<file path="config.mk">
export PLATFORM = sky130hd
export DESIGN_NAME = sd_card_dat_responder
export DESIGN_NICKNAME = d
export VERILOG_FILES = /design/src/rtl/sd_card_dat_responder.sv
export SDC_FILE = /design/constraint.sdc
export NUM_CORES = 1
export LEC_CHECK = 0
export BUFFER_PORTS_ARGS = -buffer_cell sky130_fd_sc_hd__clkbuf_2
export CAP_MARGIN = 40
export CORE_ASPECT_RATIO = 0.8
export CORE_UTILIZATION = 57
export DETAILED_ROUTE_END_ITERATION = 10
export PLACE_DENSITY_LB_ADDON = 0.05
export SLEW_MARGIN = 5
export SYNTH_ARGS = -nofsm -noshare
export SYNTH_HDL_FRONTEND = slang
export SYNTH_SLANG_ARGS = --single-unit
</file>
<file path="constraint.sdc">
create_clock -name sd_clock -period 3.1 [get_ports sd_clock]
set_input_delay 0.155 -clock sd_clock [delete_from_list [all_inputs] [get_ports sd_clock]]
set_output_delay 0.155 -clock sd_clock [all_outputs]
set_load 0.005 [all_outputs]
</file>
<file path="src/rtl/sd_card_dat_responder.sv">
// Card-side DAT0 responder for the single-bit SD data path: receives write blocks
// (CRC16 check, status token, busy) and sources read blocks with CRC16.
module sd_card_dat_responder #(
    parameter int NAC         = 4,
    parameter int NWR         = 2,
    parameter int BUSY_CYCLES = 8
) (
    input  logic        sd_clock,
    input  logic        reset,
    input  logic        dat_in,
    output logic        dat_out,
    output logic        dat_oe,
    input  logic        read_req,
    input  logic        write_req,
    input  logic        multiple,
    input  logic [3:0]  blocks,
    input  logic        stop,
    input  logic [31:0] tx_data,
    output logic        tx_data_req,
    output logic [31:0] rx_data,
    output logic        rx_valid,
    output logic        crc_error,
    output logic        busy,
    output logic        done
);
    typedef enum logic [3:0] {
        IDLE, RD_WAIT, RD_START, RD_DATA, RD_CRC, RD_END,
        WR_WAIT_START, WR_DATA, WR_CRC, WR_END, WR_GAP, WR_STATUS, WR_BUSY
    } state_t;

    localparam logic [15:0] NAC_LAST  = 16'(NAC - 1);
    localparam logic [15:0] NWR_LAST  = 16'(NWR - 1);
    localparam logic [15:0] BUSY_LAST = 16'(BUSY_CYCLES - 1);

    state_t      state_q, state_d;
    logic [15:0] cnt_q, cnt_d;
    logic [3:0]  blk_q, blk_d;
    logic [3:0]  blocks_q, blocks_d;
    logic        mult_q, mult_d;
    logic [31:0] shift_q, shift_d;
    logic [15:0] crc_q, crc_d;
    logic [15:0] rx_crc_q, rx_crc_d;
    logic        err_q, err_d;
    logic [31:0] rx_data_q, rx_data_d;
    logic        rx_valid_q, rx_valid_d;
    logic        crc_error_q, crc_error_d;

    logic [3:0]  blk_inc;
    logic [3:0]  blocks_eff;
    logic        more;
    logic [4:0]  tok;

    function automatic logic [15:0] crc16_step(input logic [15:0] crc, input logic bit_in);
        logic fb;
        fb = crc[15] ^ bit_in;
        return {crc[14:0], 1'b0} ^ (fb ? 16'h1021 : 16'h0000);
    endfunction

    always_comb begin
        blk_inc    = (blk_q == 4'd15) ? 4'd15 : blk_q + 4'd1;
        blocks_eff = (blocks_q == 4'd0) ? 4'd1 : blocks_q;
        more       = mult_q && (blk_inc < blocks_eff);
        tok        = err_q ? 5'b01011 : 5'b00101;
    end

    always_comb begin
        state_d     = state_q;
        cnt_d       = cnt_q + 16'd1;
        blk_d       = blk_q;
        blocks_d    = blocks_q;
        mult_d      = mult_q;
        shift_d     = shift_q;
        crc_d       = crc_q;
        rx_crc_d    = rx_crc_q;
        err_d       = err_q;
        rx_data_d   = rx_data_q;
        rx_valid_d  = 1'b0;
        crc_error_d = 1'b0;
        dat_out     = 1'b1;
        dat_oe      = 1'b0;
        tx_data_req = 1'b0;
        done        = 1'b0;

        case (state_q)
            IDLE: begin
                cnt_d    = '0;
                blk_d    = '0;
                mult_d   = multiple;
                blocks_d = blocks;
                crc_d    = '0;
                if (!stop) begin
                    if (read_req) begin
                        state_d = RD_WAIT;
                    end else if (write_req) begin
                        state_d = WR_WAIT_START;
                    end
                end
            end
            RD_WAIT: begin
                dat_oe = 1'b1;
                if (cnt_q == NAC_LAST) begin
                    state_d = RD_START;
                    cnt_d   = '0;
                end
            end
            RD_START: begin
                dat_oe      = 1'b1;
                dat_out     = 1'b0;
                tx_data_req = 1'b1;
                shift_d     = tx_data;
                crc_d       = '0;
                state_d     = RD_DATA;
                cnt_d       = '0;
            end
            RD_DATA: begin
                dat_oe  = 1'b1;
                dat_out = shift_q[31];
                shift_d = {shift_q[30:0], 1'b0};
                crc_d   = crc16_step(crc_q, shift_q[31]);
                if (cnt_q == 16'd31) begin
                    state_d = RD_CRC;
                    cnt_d   = '0;
                end
            end
            RD_CRC: begin
                dat_oe  = 1'b1;
                dat_out = crc_q[15];
                crc_d   = {crc_q[14:0], 1'b0};
                if (cnt_q == 16'd15) begin
                    state_d = RD_END;
                    cnt_d   = '0;
                end
            end
            RD_END: begin
                dat_oe = 1'b1;
                blk_d  = blk_inc;
                cnt_d  = '0;
                if (more) begin
                    state_d = RD_WAIT;
                end else begin
                    done    = 1'b1;
                    state_d = IDLE;
                end
            end
            WR_WAIT_START: begin
                crc_d = '0;
                cnt_d = '0;
                if (!dat_in) begin
                    state_d = WR_DATA;
                end
            end
            WR_DATA: begin
                shift_d = {shift_q[30:0], dat_in};
                crc_d   = crc16_step(crc_q, dat_in);
                if (cnt_q == 16'd31) begin
                    state_d = WR_CRC;
                    cnt_d   = '0;
                end
            end
            WR_CRC: begin
                rx_crc_d = {rx_crc_q[14:0], dat_in};
                if (cnt_q == 16'd15) begin
                    state_d = WR_END;
                    cnt_d   = '0;
                end
            end
            WR_END: begin
                // dat_in here is the end bit; a 0 end bit is reported like a CRC mismatch
                err_d       = (rx_crc_q != crc_q) || !dat_in;
                rx_data_d   = shift_q;
                rx_valid_d  = 1'b1;
                crc_error_d = (rx_crc_q != crc_q) || !dat_in;
                state_d     = WR_GAP;
                cnt_d       = '0;
            end
            WR_GAP: begin
                if (cnt_q == NWR_LAST) begin
                    state_d = WR_STATUS;
                    cnt_d   = '0;
                end
            end
            WR_STATUS: begin
                dat_oe  = 1'b1;
                dat_out = tok[3'd4 - cnt_q[2:0]];
                if (cnt_q == 16'd4) begin
                    state_d = err_q ? IDLE : WR_BUSY;
                    cnt_d   = '0;
                end
            end
            WR_BUSY: begin
                dat_oe  = 1'b1;
                dat_out = 1'b0;
                if (cnt_q == BUSY_LAST) begin
                    blk_d = blk_inc;
                    cnt_d = '0;
                    if (more) begin
                        state_d = WR_WAIT_START;
                    end else begin
                        done    = 1'b1;
                        state_d = IDLE;
                    end
                end
            end
            default: begin
                state_d = IDLE;
            end
        endcase

        // Abort discards any partial block and suppresses completion pulses
        if (stop && state_q != IDLE) begin
            state_d     = IDLE;
            cnt_d       = '0;
            rx_data_d   = rx_data_q;
            rx_valid_d  = 1'b0;
            crc_error_d = 1'b0;
            tx_data_req = 1'b0;
            done        = 1'b0;
        end
    end

    always_ff @(posedge sd_clock) begin
        if (reset) begin
            state_q     <= IDLE;
            cnt_q       <= '0;
            blk_q       <= '0;
            blocks_q    <= '0;
            mult_q      <= 1'b0;
            shift_q     <= '0;
            crc_q       <= '0;
            rx_crc_q    <= '0;
            err_q       <= 1'b0;
            rx_data_q   <= '0;
            rx_valid_q  <= 1'b0;
            crc_error_q <= 1'b0;
        end else begin
            state_q     <= state_d;
            cnt_q       <= cnt_d;
            blk_q       <= blk_d;
            blocks_q    <= blocks_d;
            mult_q      <= mult_d;
            shift_q     <= shift_d;
            crc_q       <= crc_d;
            rx_crc_q    <= rx_crc_d;
            err_q       <= err_d;
            rx_data_q   <= rx_data_d;
            rx_valid_q  <= rx_valid_d;
            crc_error_q <= crc_error_d;
        end
    end

    assign rx_data   = rx_data_q;
    assign rx_valid  = rx_valid_q;
    assign crc_error = crc_error_q;
    assign busy      = (state_q != IDLE);

endmodule

</file>
==> results.md <==
- Including well taps, the total number of placed cells is 885.
- The post-synthesis mux area share is 0.0591.
- The final number of hold-violating endpoints is 0.
- The global-route congestion overflow total is 0.
- After synthesis, the netlist uses between 50 and 60 different library cells.
- The worst-case IR drop observed on VDD is 0.454 mV.
- The cell at the slowest stage of the critical path is or4_4.
- The fraction of the mapped netlist area in adder cells is 0.0174.
- By area, the combinational part of the netlist is dominated by simple AND/OR/NAND/NOR gates.
- The worst clock skew is around 0.010 ns.
- Of the total synthesized cell area, the portion taken by AND, OR, NAND and NOR gates is 0.220.
- Clock tree synthesis selected as its root buffer the cell clkbuf_16.
- Relative to the synthesized area, the layout overhead comes to 19.3%.
- The Yosys step of the flow raised 0 warnings.
- The placeable core region is 0.00973 mm2.
- The critical path in this run is classified as reg2out.
- The post-route minimum period is 2.90 ns.
- The wire length reported by the detailed router is 13.7 mm.
- The overall die width is between 100 and 150 um.
- The final cell area excluding filler cells is about 0.0069 mm2.
- The die covers 0.0105 mm2.
- The synthesized design spends more area on one cell type than any other, namely dfxtp_1.
- The maximum single-stage delay on the critical path is 0.55 ns.
- The final worst-path cycle share is 0.936.
- The critical path goes through or4_4 > nor4_1 > a41o_1 > nand2_1 > a211oi_1 > clkbuf_2.
- The die is 91.9 um tall.
- The xor/xnor cell area share of the yosys netlist is 0.0517.
- Summing over every cut layer, the via total after detailed routing is 5,170.
- The capturing element type of the critical path is a primary output.
- The TritonCTS sink count is 128.
- The class of the tightest hold or removal check is in2reg.
- The via count of the first global-routing pass is 4,773.
- Counting flops and latches in the post-synthesis netlist gives 128.
- The number of buffers and inverters on the critical path is 1.
- Setup violations remaining at the end of the flow were counted as 0.
- The cell area that synthesis handed to floorplanning was 0.00576 mm2.
- Across every metal layer, demand over resource in global routing totals 0.275.
- Once placement finished, the instance area stood at between 0.006 and 0.007 mm2.
- The post-synthesis cell count is 701.
- The number of port buffers is 81.
- For this run, the detailed router's first-pass iteration total came to 5.
- The max-capacitance violation count is 0.
- TritonCTS built the clock tree.
- Using the TritonRoute via totals, the vias-per-cell ratio works out to 5.61.
- In this run the worst path has a maximum fanout of 6.
- Counting flops with an async set or reset pin after synthesis yields a share of 0.
- The sequential-to-total area share from yosys stat is 0.445.
- For this block, the initial DRC count from the detailed router was 362.
- Setup repair after global routing left no endpoint under its margin.
- The quantity of gates resized following cts is 0.
- Entering global routing, the biggest net connects 69 pins.
- The required time at the endpoint of the critical path is just under 3 ns.
- For the pin with the worst max-slew slack, the measured transition is 0.736 ns.
- The maximum level of the CTS H-tree is 4.
- The TritonCTS buffer count is 17.
- The number of antenna diodes in the final layout is 0.
- The worst setup path startpoint is cnt_q[12]$_SDFF_PP0_.
- The flow ran to the end, and the final reports show no timing, DRC or antenna violations.
- The complex-gate fraction of the synthesized area was 0.163.
- After detailed routing, the average wire length per cell comes to 14.8 um.
- The number of cells on the worst reg-to-reg path is 7.
- a little over 80 I/O pins were placed.
- The clock transition time at the flip-flop clock pins of the worst setup and hold paths is about 0.060 ns.
- The number of design rule violations left after detail routing is 0.
- The initial antenna violation count is 0.
- In the post-synthesis netlist, the biggest area contributors are dfxtp_1 45%, nand2_1 8.3%, mux2i_1 5.9%, nor2_1 5.7%, a21oi_1 5.7%.
- Each instance of the synthesized netlist takes up on average just over 8 um2.
- The filler cells instantiated in the layout total a little over 800.
- The most frequently used flop master after synthesis is dfxtp_1.
- The count of flip-flops with a built-in enable after synthesis is 0.
- For this configuration, the core starts out at a cell density of 0.592.
- The standard-cell row count is 32.
- The wire length of the first global-routing pass is 22.8 mm.
- The ratio of cells with drive above 1 in the final layout is 0.179.
- The number of buffers on the longest clock path is 2.
- The HPWL reported at the end of detailed placement is about 9.0 mm.
- The share of synthesized area in the top cell type comes to 0.445.
- The power density over cell area is roughly 700 mW/mm2.
- The area used by multi-input combinational logic is 0.00296 mm2.
- The global placer's final weighted congestion is between 0.8 and 0.9.
- The timing-limited maximum frequency is 345 MHz.
- The worst pin sits at a relative slew slack of 0.509.
- The worst setup path is launched from a flip-flop.
- Counting instances, the worst hold path has a depth of 3.
- The top cell family by delay on the critical path is simple AND/OR/NAND/NOR gates.
- For the worst setup path, the data arrival time is around 2.8 ns.
- The startpoint of the worst-slack reg-to-reg timing path is cnt_q[12]$_SDFF_PP0_.
- Setup total negative slack on the finished layout was measured at 0 ns.
- Once detail routing completed, the nets flagged for antenna violations numbered 0.
- Excluding fillers, the count of instances in the completed layout stands at ~900.
- The startpoint of the lowest-slack hold path is dat_in.
- The number of nets in the synthesized netlist is 752.
- The logic depth of the worst path, buffers included is 6.
- Registers take approximately 0.0026 mm2.
- The number of max-slew violations in the final report is 0.
- The final net count is 824.
- The later pin in the worst-skew pair is clocked with a latency of 0.42 ns.
- Summed over all cells, the static leakage comes to between 0.002 and 0.003 uW.
[path summary, 6_finish.rpt]
path              slack (ns)                       end
setup / recovery        0.20                      done
hold / removal          0.03  rx_crc_q[0]$_SDFFE_PP0P_
hold reg to reg         0.45  rx_data[17]$_SDFFE_PP0P_
setup reg to reg        0.43       cnt_q[8]$_SDFF_PP0_
[sequential cells by signal, indices dropped and copies added (netlist names)]
| register | flops |
|---|---|
| blocks_q | 4 |
| rx_data | 32 |
| state_q | 4 |
| err_q | 1 |
| cnt_q | 16 |
| blk_q | 4 |
| rx_valid | 1 |
| shift_q | 32 |
| crc_q | 16 |
| mult_q | 1 |
| crc_error | 1 |
| rx_crc_q | 16 |
[power breakdown]
group          leakage [uW]  switching [uW]  internal [uW]
clock              0.000275             746           1140
sequential          0.00103             137           1780
combinational       0.00143             570            417
total               0.00274            1450           3340
[cell type report]
class	instances	area share
multi-input cells	511	0.431
inverters	17	0.00929
repair buffers	98	0.0801
flip-flops and latches	128	0.373
clock inverters	13	0.0164
well taps	136	0.0248
clock buffers	19	0.0659
[what timing repair did]
item,in CTS,in global routing
hold endpoints to repair,5,0
buffers inserted,0,0
hold buffers,5,0
[kinds of logic after synthesis]
| group | after synthesis |
|---|---|
| fa+ha+maj | 8 |
| buf+inv | 62 |
| compound gates | 147 |
| simple gates | 288 |
| flops | 128 |
| xor+xnor | 34 |
| mux | 34 |
[worst min-delay path, cell delays in order]
cell      delay, ns
clkbuf_2       0.13
nand2_1        0.07
a21oi_1        0.05
[cells in the final DEF (no fill, tap or decap), types with 3 or more instances in the layout]
cell,count
nor2b_1,3
clkinvlp_4,3
a31oi_1,5
nor4_1,5
o22ai_1,3
a221oi_1,3
clkinv_4,3
nand2_1,128
mux2i_1,34
nor2_1,87
clkbuf_2,80
inv_1,17
nand4_1,5
nand2b_1,3
a21oi_1,65
a211oi_1,34
ha_1,8
and3_1,5
dfxtp_1,128
o21ai_0,5
nand3_1,14
xnor2_1,11
xor2_1,23
nor3_1,18
buf_4,12
clkinv_2,5
clkbuf_16,17
dlygate4sd3_1,5
or4_4,3
a22oi_1,13
or2_2,3
[cells in the mapped netlist, types with 8 or more instances]
cell        n
xnor2_1    11
a22oi_1    13
a21oi_1    65
mux2i_1    34
clkbuf_1   38
a211oi_1   34
nand3_1    15
nand2_1   128
ha_1        8
inv_1      17
dfxtp_1   128
nor3_1     18
xor2_1     23
nor2_1     88
[stage by stage]
stage / power [uW] / utilization / hold slack (ns) / setup WS [ns]
3_5_place_dp: 2910 / 0.643 / 0.389 / 0.429
6_report: 4800 / 0.706 / 0.0341 / 0.198
5_1_grt: 5020 / 0.706 / 0.0703 / 0.0865
3_3_place_gp: 2870 / 0.642 / 0.382 / 0.454
2_1_floorplan: 2660 / - / 0.291 / 0.822
4_1_cts: 4810 / 0.706 / 0.0246 / 0.188
[metal layers]
metal	vias to the layer above	track usage	share of wire	wire length, um
met1	2460	0.367	0.48	6500
met5	-	0	0	0
li1	2562	-	-	-
met3	7	0.0846	0.062	843
met4	0	0.0823	0.0072	99
met2	141	0.425	0.46	6220
(Power assumes the default switching activity.)
